File: config.mk
export PLATFORM = sky130hd
export DESIGN_NAME = tick_counter_flat
export DESIGN_NICKNAME = d
export VERILOG_FILES = /design/src/rtl/tick_counter_pkg.sv /design/src/rtl/tick_counter_if.sv /design/src/rtl/tick_counter_prescaler.sv /design/src/rtl/tick_counter.sv /design/src/flat_wrapper.sv
export SDC_FILE = /design/constraint.sdc
export NUM_CORES = 1
export LEC_CHECK = 0
export ABC_AREA = 1
export BUFFER_PORTS_ARGS = -buffer_cell sky130_fd_sc_hd__buf_2
export CAP_MARGIN = 30
export CORE_UTILIZATION = 55
export DETAILED_ROUTE_END_ITERATION = 16
export GPL_TIMING_DRIVEN = 0
export PLACE_DENSITY = 0.81
export SLEW_MARGIN = 10
export SYNTH_ARGS = -nofsm -noshare
export SYNTH_HDL_FRONTEND = slang
export SYNTH_HIERARCHICAL = 1
export SYNTH_SLANG_ARGS = --single-unit
File: constraint.sdc
create_clock -name Clock -period 2.7 [get_ports Clock]
set_input_delay 0.405 -clock Clock [delete_from_list [all_inputs] [get_ports Clock]]
set_output_delay 0.405 -clock Clock [all_outputs]
set_load 0.03 [all_outputs]
File: src/rtl/tick_counter_pkg.sv
// Purpose: shared encodings for the tick counter (limit modes, count direction).
// Latency: n/a (types and constants only).
// Backpressure: n/a.
package tick_counter_pkg;

    typedef enum logic [1:0] {
        MODE_WRAP   = 2'b00,
        MODE_SAT    = 2'b01,
        MODE_BOUNCE = 2'b10,
        MODE_RSVD   = 2'b11
    } mode_e;

    localparam logic DIR_UP   = 1'b0;
    localparam logic DIR_DOWN = 1'b1;

endpackage

File: src/rtl/tick_counter_if.sv
// Purpose: control/status bundle between the button layer and the tick counter.
// Latency: n/a (wiring only).
// Backpressure: none; the master freezes the counter with enable=0.
interface tick_counter_if #(
    parameter int WIDTH     = 16,
    parameter int LED_COUNT = 4
);
    logic                 enable;
    logic                 load;
    logic [WIDTH-1:0]     load_value;
    logic [WIDTH-1:0]     step;
    logic                 dir;
    logic [1:0]           mode;
    logic [WIDTH-1:0]     count;
    logic                 tick;
    logic                 limit_hit;
    logic [LED_COUNT-1:0] leds;

    modport master (
        output enable, load, load_value, step, dir, mode,
        input  count, tick, limit_hit, leds
    );

    modport slave (
        input  enable, load, load_value, step, dir, mode,
        output count, tick, limit_hit, leds
    );
endinterface

File: src/rtl/tick_counter_prescaler.sv
// Purpose: clock-enable generator; flags the last cycle of every PRESCALE enabled cycles.
// Latency: terminal is combinational from the phase register (high in cycle PRESCALE-1).
// Backpressure: enable=0 holds the phase; clear restarts the phase at 0.
module tick_counter_prescaler #(
    parameter int PRESCALE = 12000000
) (
    input  logic Clock,
    input  logic Reset,
    input  logic enable,
    input  logic clear,
    output logic terminal
);
    localparam int PW = (PRESCALE > 1) ? $clog2(PRESCALE) : 1;
    localparam logic [PW-1:0] LAST = PW'(PRESCALE - 1);

    logic [PW-1:0] phase;

    assign terminal = enable && (phase == LAST);

    // Phase counter: restart on clear, wrap at LAST, hold while disabled.
    always_ff @(posedge Clock or posedge Reset) begin
        if (Reset) begin
            phase <= '0;
        end else if (clear) begin
            phase <= '0;
        end else if (enable) begin
            phase <= (phase == LAST) ? '0 : phase + PW'(1);
        end
    end
endmodule

File: src/rtl/tick_counter.sv
// Purpose: prescaled up/down step counter with wrap, saturate and bounce limits; LEDs show the top bits.
// Latency: count/tick/limit_hit update together one edge after the terminal prescaler cycle.
// Backpressure: none; enable=0 freezes prescaler and count, load overrides everything.
module tick_counter
    import tick_counter_pkg::*;
#(
    parameter int          WIDTH     = 16,
    parameter int          PRESCALE  = 12000000,
    parameter int unsigned MAX_COUNT = (2 ** WIDTH) - 1,
    parameter int          LED_COUNT = 4
) (
    input  logic          Clock,
    input  logic          Reset,
    tick_counter_if.slave cnt_if
);
    // One extra bit so count+step and count+modulus never overflow.
    localparam logic [WIDTH:0] MAX_EXT = (WIDTH + 1)'(MAX_COUNT);
    localparam logic [WIDTH:0] MOD_EXT = MAX_EXT + (WIDTH + 1)'(1);

    logic             terminal;
    logic [WIDTH-1:0] count_q;
    logic             tick_q;
    logic             limit_q;
    logic             bounce_dir_q;

    logic [WIDTH:0]   cnt_ext;
    logic [WIDTH:0]   step_ext;
    logic [WIDTH:0]   sum_ext;
    logic [WIDTH-1:0] load_clamped;
    logic [WIDTH-1:0] next_count;
    logic             next_limit;
    logic             next_bounce_dir;

    tick_counter_prescaler #(
        .PRESCALE (PRESCALE)
    ) u_prescaler (
        .Clock    (Clock),
        .Reset    (Reset),
        .enable   (cnt_if.enable),
        .clear    (cnt_if.load),
        .terminal (terminal)
    );

    // Step/limit datapath: effective step is clamped to MAX_COUNT, then the mode picks the limit rule.
    always_comb begin
        cnt_ext         = {1'b0, count_q};
        step_ext        = ({1'b0, cnt_if.step} > MAX_EXT) ? MAX_EXT : {1'b0, cnt_if.step};
        sum_ext         = cnt_ext + step_ext;
        load_clamped    = ({1'b0, cnt_if.load_value} > MAX_EXT) ? MAX_EXT[WIDTH-1:0]
                                                                 : cnt_if.load_value;
        next_count      = count_q;
        next_limit      = 1'b0;
        next_bounce_dir = bounce_dir_q;

        case (mode_e'(cnt_if.mode))
            MODE_SAT: begin
                if (cnt_if.dir == DIR_UP) begin
                    if (sum_ext >= MAX_EXT) begin
                        next_count = MAX_EXT[WIDTH-1:0];
                        next_limit = (sum_ext > MAX_EXT);
                    end else begin
                        next_count = WIDTH'(sum_ext);
                    end
                end else begin
                    if (step_ext >= cnt_ext) begin
                        next_count = '0;
                        next_limit = (step_ext > cnt_ext);
                    end else begin
                        next_count = WIDTH'(cnt_ext - step_ext);
                    end
                end
            end
            MODE_BOUNCE: begin
                if (bounce_dir_q == DIR_UP) begin
                    if ((step_ext != '0) && (sum_ext >= MAX_EXT)) begin
                        next_count      = MAX_EXT[WIDTH-1:0];
                        next_limit      = 1'b1;
                        next_bounce_dir = DIR_DOWN;
                    end else begin
                        next_count = WIDTH'(sum_ext);
                    end
                end else begin
                    if ((step_ext != '0) && (cnt_ext <= step_ext)) begin
                        next_count      = '0;
                        next_limit      = 1'b1;
                        next_bounce_dir = DIR_UP;
                    end else begin
                        next_count = WIDTH'(cnt_ext - step_ext);
                    end
                end
            end
            default: begin
                // Wrap; the reserved encoding lands here as well.
                if (cnt_if.dir == DIR_UP) begin
                    if (sum_ext > MAX_EXT) begin
                        next_count = WIDTH'(sum_ext - MOD_EXT);
                        next_limit = 1'b1;
                    end else begin
                        next_count = WIDTH'(sum_ext);
                    end
                end else begin
                    if (step_ext > cnt_ext) begin
                        next_count = WIDTH'(cnt_ext + MOD_EXT - step_ext);
                        next_limit = 1'b1;
                    end else begin
                        next_count = WIDTH'(cnt_ext - step_ext);
                    end
                end
            end
        endcase
    end

    // Count register: load beats a same-cycle terminal, otherwise step on terminal, else hold.
    always_ff @(posedge Clock or posedge Reset) begin
        if (Reset) begin
            count_q      <= '0;
            tick_q       <= 1'b0;
            limit_q      <= 1'b0;
            bounce_dir_q <= DIR_UP;
        end else if (cnt_if.load) begin
            count_q <= load_clamped;
            tick_q  <= 1'b0;
            limit_q <= 1'b0;
        end else if (terminal) begin
            count_q      <= next_count;
            tick_q       <= 1'b1;
            limit_q      <= next_limit;
            bounce_dir_q <= next_bounce_dir;
        end else begin
            tick_q  <= 1'b0;
            limit_q <= 1'b0;
        end
    end

    assign cnt_if.count     = count_q;
    assign cnt_if.tick      = tick_q;
    assign cnt_if.limit_hit = limit_q;
    assign cnt_if.leds      = count_q[WIDTH-1 -: LED_COUNT];
endmodule

File: src/flat_wrapper.sv
// flat-port wrapper written by rule: the top's interface ports become plain ports
module tick_counter_flat import tick_counter_pkg::*;
#(
    parameter int          WIDTH     = 16,
    parameter int          PRESCALE  = 12000000,
    parameter int unsigned MAX_COUNT = (2 ** WIDTH) - 1,
    parameter int          LED_COUNT = 4
)
  (Clock, Reset, cnt_if_enable, cnt_if_load, cnt_if_load_value, cnt_if_step, cnt_if_dir, cnt_if_mode, cnt_if_count, cnt_if_tick, cnt_if_limit_hit, cnt_if_leds);
  tick_counter_if #(.WIDTH(WIDTH), .LED_COUNT(LED_COUNT)) cnt_if_i ();
  input  logic Clock;
  input  logic Reset;
  input wire logic [$bits(cnt_if_i.enable)-1:0] cnt_if_enable;
  input wire logic [$bits(cnt_if_i.load)-1:0] cnt_if_load;
  input wire logic [$bits(cnt_if_i.load_value)-1:0] cnt_if_load_value;
  input wire logic [$bits(cnt_if_i.step)-1:0] cnt_if_step;
  input wire logic [$bits(cnt_if_i.dir)-1:0] cnt_if_dir;
  input wire logic [$bits(cnt_if_i.mode)-1:0] cnt_if_mode;
  output wire logic [$bits(cnt_if_i.count)-1:0] cnt_if_count;
  output wire logic [$bits(cnt_if_i.tick)-1:0] cnt_if_tick;
  output wire logic [$bits(cnt_if_i.limit_hit)-1:0] cnt_if_limit_hit;
  output wire logic [$bits(cnt_if_i.leds)-1:0] cnt_if_leds;
  assign cnt_if_i.enable = cnt_if_enable;
  assign cnt_if_i.load = cnt_if_load;
  assign cnt_if_i.load_value = cnt_if_load_value;
  assign cnt_if_i.step = cnt_if_step;
  assign cnt_if_i.dir = cnt_if_dir;
  assign cnt_if_i.mode = cnt_if_mode;
  assign cnt_if_count = cnt_if_i.count;
  assign cnt_if_tick = cnt_if_i.tick;
  assign cnt_if_limit_hit = cnt_if_i.limit_hit;
  assign cnt_if_leds = cnt_if_i.leds;
  tick_counter #(.WIDTH(WIDTH), .PRESCALE(PRESCALE), .MAX_COUNT(MAX_COUNT), .LED_COUNT(LED_COUNT)) u_core (.Clock(Clock), .Reset(Reset), .cnt_if(cnt_if_i));
endmodule
# After elaboration in Yosys (flattened, before gate mapping)
# Index checks and enable logic that the tools add are counted.
[classes]
addsub = 6
order_cmp = 5
reduce_logical = 7
eq_ne = 3
n_bitwise = 1
n_mux = 31
[ops]
columns = ["cell", "n"]
rows = [
  ["2-to-1 mux 16 bit", 11],
  ["2-to-1 mux 24 bit", 3],
  ["one-hot mux 16 bit (2 select lines)", 1],
  ["subtractor 16 bit", 2],
  ["adder 24 x 1 -> 24 bit, second input constant", 1],
  ["== test 24 bit, second input constant", 1],
  ["adder 16 x 16 -> 17 bit", 1],
  [">= comparator 17 x 16 -> 1 bit, second input constant", 1],
  ["> comparator 17 x 16 -> 1 bit, second input constant", 1],
  ["adder 16 x 1 -> 16 bit, second input constant", 1],
  [">= comparator 16 bit", 1],
  ["> comparator 16 bit", 1],
  ["<= comparator 16 bit", 1],
  ["nonzero test 16 bit", 1],
  ["subtractor 16 x 1 -> 16 bit, second input constant", 1],
  ["2-to-1 mux 1 bit", 15],
  ["nonzero test 2 bit", 2],
  ["logical AND 1 bit", 3],
  ["AND reduction 3 bit", 1],
  ["== test 2 x 1 -> 1 bit, second input constant", 1],
  ["== test 2 bit, second input constant", 1],
  ["one-hot mux 1 bit (2 select lines)", 1],
  ["inverter 1 bit", 1],
]
[word_totals]
input_bits = 39
regBits = 43
output_inout_bits = 22

# Logic depth before layout (Yosys ltp)
[logic_depth]
depth_word = 8
ltp_mapped = 23
depth_no_buf = 21

# Cells and area by module
# Netlist, hierarchy kept.
[by_module_without_submodules]
columns = ["module", "area_per_inst_um2", "n_inst", "seq_area_each_um2", "cells_each"]
rows = [
  ["tick_counter", 3712.3, 1, 475.5, 666],
  ["tick_counter_prescaler", 1559.0, 1, 600.6, 238],
]

# Least setup slack after synthesis
# No wires, ideal clock.
[synth_timing]
kind = "register -> register"
startpoint = "register u_core.count_q[0] (netlist: u_core/cnt_if.count[0])"
endpoint = "register u_core.count_q[5] (netlist: u_core/cnt_if.count[5])"
setup_ns = 0.067
t_arrival_ns = 2.519
path_stages_with_launch = 20
path_buffers = 1
path_slack_ns = 0.114
cell_sequence = "dfrtp_1 inv_1 ha_1 fa_1 o21ai_1 nand2_1 nand2_1 nand2_1 nand4_1 nand2_1 nand2_1 buf_4 nand3_1 o21ai_0 inv_1 nand2_1 nand2_1 nand2_1 nand2_1 nand2_1"
[synth_between]
elab_chain_len = 8
word_cells_on_any_way = 24
classes_between = "5 x add/sub; 5 x order compare; 12 x mux; 2 x reduce/logical"
[synth_rtl]
columns = ["item", "line", "text"]
rows = [
  ["start: declaration", "tick_counter.sv:21", "logic [WIDTH-1:0] count_q;"],
  ["start signal: assignment", "tick_counter.sv:121", "count_q <= load_clamped;"],
  ["start signal: assignment", "tick_counter.sv:125", "count_q <= next_count;"],
  ["adder 16 x 16 -> 17 bit", "tick_counter.sv:48", "sum_ext = cnt_ext + step_ext;"],
  [">= comparator 17 x 16 -> 1 bit", "tick_counter.sv:58, tick_counter.sv:75", ""],
  ["logical AND 1 bit", "tick_counter.sv:75", "if ((step_ext != '0) && (sum_ext >= MAX_EXT)) begin"],
  ["2-to-1 mux 16 bit", "tick_counter.sv:75", ""],
  ["2-to-1 mux 16 bit", "tick_counter.sv:74", "if (bounce_dir_q == DIR_UP) begin"],
  ["one-hot mux 16 bit (2 select lines) *", "tick_counter.sv:55", "case (mode_e'(cnt_if.mode))"],
  ["2-to-1 mux 16 bit *", "tick_counter.sv:124", "end else if (terminal) begin"],
  ["2-to-1 mux 16 bit *", "tick_counter.sv:120", "end else if (cnt_if.load) begin"],
]
# Every way passes the cells marked *; elsewhere a longest branch is shown, timed or not. The select of a mux whose other input is x is not followed.
# A chain may end at the register's enable or synchronous reset.

# Worst setup path after layout
[layout_timing]
startpoint = "register u_core.count_q[10] (netlist: u_core/cnt_if.count[10])"
endpoint = "register u_core.count_q[8] (netlist: u_core/cnt_if.count[8])"
# Same word-level chain as after synthesis.

==> flow_summary.ini <==
[grt]
grt_first_pass_wirelength_um = 25320
grt_max_degree = 25
grtUsageTotal_pct = 32.16
antenna_found_initial = 0
grt_pass1_vias = 5173
gr-total-overflow = 0

[synthesis]
synth_area_mm2 = 0.005271
synth_area_leaders = nand2_1, dfrtp_1, inv_1
synth_edf_count = 0
synth.distinct_cells = 43
async_flop_share_pct = 100.0
ys_ff_latch = 43
synth_flop_cell = dfrtp_1
seq_area_frac_synth_pct = 20.41
avgSynthCellArea_um2 = 5.831
syn_inst = 904
synth_top_area_share_pct = 22.15
synth_nets = 980
yosys.area.top_type = nand2_1
yosysWarnings = 6

[floorplan]
core_mm2 = 0.009284
fp.dieW_um = 99.90
die_height_um = 99.90
initial_core_util_pct = 56.78
boundaryPins = 61
die-area_mm2 = 0.009980
num_rows = 35

[setup_path]
end_kind = register
cp_num_buf_inv = 4
slowest_delay_ns = 0.46
worstSetupStartpointType = register
arrival_ns = 2.99
crit_type = reg -> reg
crit_top_cell = nand2_1
cpLargestDelayFamily = simple AND/OR/NAND/NOR gates
path_cells = ha_1 -> buf_4 -> inv_2 -> nand2_1 -> inv_2 -> nand2_1 -> nor3_1 -> nand2_1 -> nand2_1 -> nand2_1 -> nand2_2 -> nand2_1 -> nor2_1 -> nand3_1 -> nand2_2 -> nand2_4 -> buf_6 -> nand2_1 -> nand2_1 -> nand2_2 -> nand2_2 -> nand2_2
cp_max_fo = 9
slowest_stage = dfrtp_2
cp.required_ns = 2.93

[cts]
cts_root_buffer = clkbuf_8
cts_hold_buf = 0
cts-htree-levels = 2
clk_latency_ns = 0.30
clkSlewWorstSetupHoldPaths_ns = 0.08
cts.path.max_buffers = 2
cts_tree = yes
cts_made_buffers = 5
cts.sinks = 43

[routing]
vias = 6156
routed-wl-met3_um = 1689
drtIter0Drc = 730
ant_nets = 0
viasPerCell = 5.467
drt_wl_total_um = 16310
highest_layer = met4
dr.pass1.iters = 5
wl_met2_um = 6942
wl_per_cell_um = 14.48
wl_met1_um = 7491
drc = 0

[outcome]
violations = setup timing
status = finished, violations left

[place]
hpwl_um = 12280
globalplace.congestion = 0.9648
io_buffers = 60
dpl_cell_area_mm2 = 0.005733
dp_cells = 1093
pre_cts_slack_ns = -0.3702

[timing]
maxSlewViolCount = 0
relSlewSlack_pct = 47.96
max_clock_freq_mhz = 362.5
hold_viol = 0
post-route-period-util_pct = 102.2
tightestPinTransition_ns = 0.7798
setup_violations = 13
setup_slack_ns = -0.05876
finalClockSkew_ns = 0.007671
rsz0062_at_grt = yes
hold_ws_ns = 0.07819
timing.setup.tns_ns = -0.4281
fin_crit_ns = 2.759

[power]
vdd.ir_drop.worst_mv = 0.3035
power_leakage_nw = 3.393
seqPwrFrac_pct = 26.1
combPwrFrac_pct = 51.8
swShare_pct = 43.11
power_density_mw_per_mm2 = 430.2
clkPwrFrac_pct = 22.1
finalPower_mw = 2.729
p_sw_mw = 1.176
p_int_mw = 1.552

[cells_and_area]
drive_above_1_share_pct = 21.26
stdcell_area_mm2 = 0.006342
areaGrowthSynthToFinish_pct = 20.32
layout.nets = 1072
final_cells = 1126
n_antenna_cell = 0
finish.utilization_pct = 68.32

[worst_hold_path]
hp-class = in -> async

[job]
drv_cap = 0
==> timing repair <==
action                                  CTS  global route
resized for setup                        22            63
gates cloned                              1             1
buffers inserted                         10            13
pin swaps                                12            30
endpoints found under the setup margin   18            18
==> placed cells by master, fill, tap and decap left out, types with 2 or more instances in the layout <==
cell type / instances
ha_4: 4
bufinv_16: 2
nand2_2: 34
a21oi_1: 29
buf_4: 27
o211ai_1: 2
nor2_2: 10
inv_1: 121
dfrtp_1: 35
nand3b_1: 2
clkbuf_8: 5
nand3_2: 10
o21bai_1: 5
a31oi_1: 2
clkbuf_1: 9
clkbuf_4: 3
inv_2: 13
and2_1: 2
dfrtp_2: 8
nor2_1: 98
a22oi_1: 15
a21oi_2: 3
o21ai_0: 25
nor3_1: 11
nand3_1: 73
nor4_1: 2
ha_1: 30
fa_2: 2
buf_6: 9
nand2_4: 4
nand2_1: 280
nand4_1: 11
o21ai_1: 5
buf_2: 64
xor2_1: 14
or2_2: 3
nor2_4: 2
xnor2_1: 6
==> metal layers <==
layer	vias up	track usage [%]
met4	0	6.335
met2	358	47.16
met3	22	3.760
met1	2756	50.35
li1	3020	-
met5	-	0
==> cell usage after synthesis, types with 3 or more instances <==
cell type	instances
nor2_1	102
nor3_1	13
o21bai_1	5
ha_1	35
nand4_1	11
xor2_1	14
buf_6	3
nor2_2	7
o21ai_1	4
nand2_2	5
inv_1	122
buf_2	7
nand2_1	311
inv_2	13
nand3_1	80
clkbuf_1	9
buf_4	9
a22oi_1	15
o21ai_0	27
a21oi_1	31
dfrtp_1	43
nand3_2	3
or2_2	3
xnor2_1	6
==> kinds of logic (layout without fill, tap and decap cells) <==
logic type | after synthesis | in the layout | share of synthesized area, %
DFF | 43 | 43 | 20.41
AOI/OAI and AO/OA | 94 | 94 | 10.59
xor gates and xnor gates | 20 | 20 | 3.323
and+or+nand+nor | 545 | 545 | 43.41
adders and majority gates | 37 | 37 | 9.067
buffers and inverters | 165 | 258 | 13.20
==> power groups by stage <==
stage	registers [mW]	clock network, mW	logic (mW)
floorplan	0.750	0	0.842
global placement	0.720	0	1.17
detailed placement	0.719	0	1.18
CTS	0.707	0.610	1.25
global route	0.714	0.636	1.55
finish	0.711	0.604	1.41
==> path summary, 6_finish.rpt <==
kind                                              from                            to  slack [ns]  depth (start not counted)
setup / recovery               u_core/cnt_if.count[10]        u_core/cnt_if.count[8]       -0.06                         22
hold / removal                                   Reset  u_core/u_prescaler/phase[12]        0.08                          2
setup reg to reg               u_core/cnt_if.count[10]        u_core/cnt_if.count[8]       -0.06                         22
hold reg to reg            u_core/u_prescaler/phase[1]   u_core/u_prescaler/phase[1]        0.53                          2
max in group asynchronous                        Reset        u_core/cnt_if.count[7]        1.91                          2
min in group Clock                cnt_if_load_value[2]        u_core/cnt_if.count[2]        0.34                          3
==> sequential cells by signal (all words and copies together) (netlist names) <==
register	cells
u_core/cnt_if.tick	1
u_core/bounce_dir_q	1
u_core/cnt_if.count	16
u_core/cnt_if.limit_hit	1
u_core/u_prescaler/phase	24
==> cell type report <==
type | instances | area (um^2)
buffer | 30 | 207.7
clock buffer | 5 | 68.82
clock inverter | 3 | 67.56
fill | 852 | 2942
inverter | 135 | 509.2
multi-input combinational | 696 | 3722
sequential | 43 | 1086
tap | 129 | 161.4
timing repair buffer | 85 | 519.2
No activity file was read; power rests on OpenSTA's default activity.
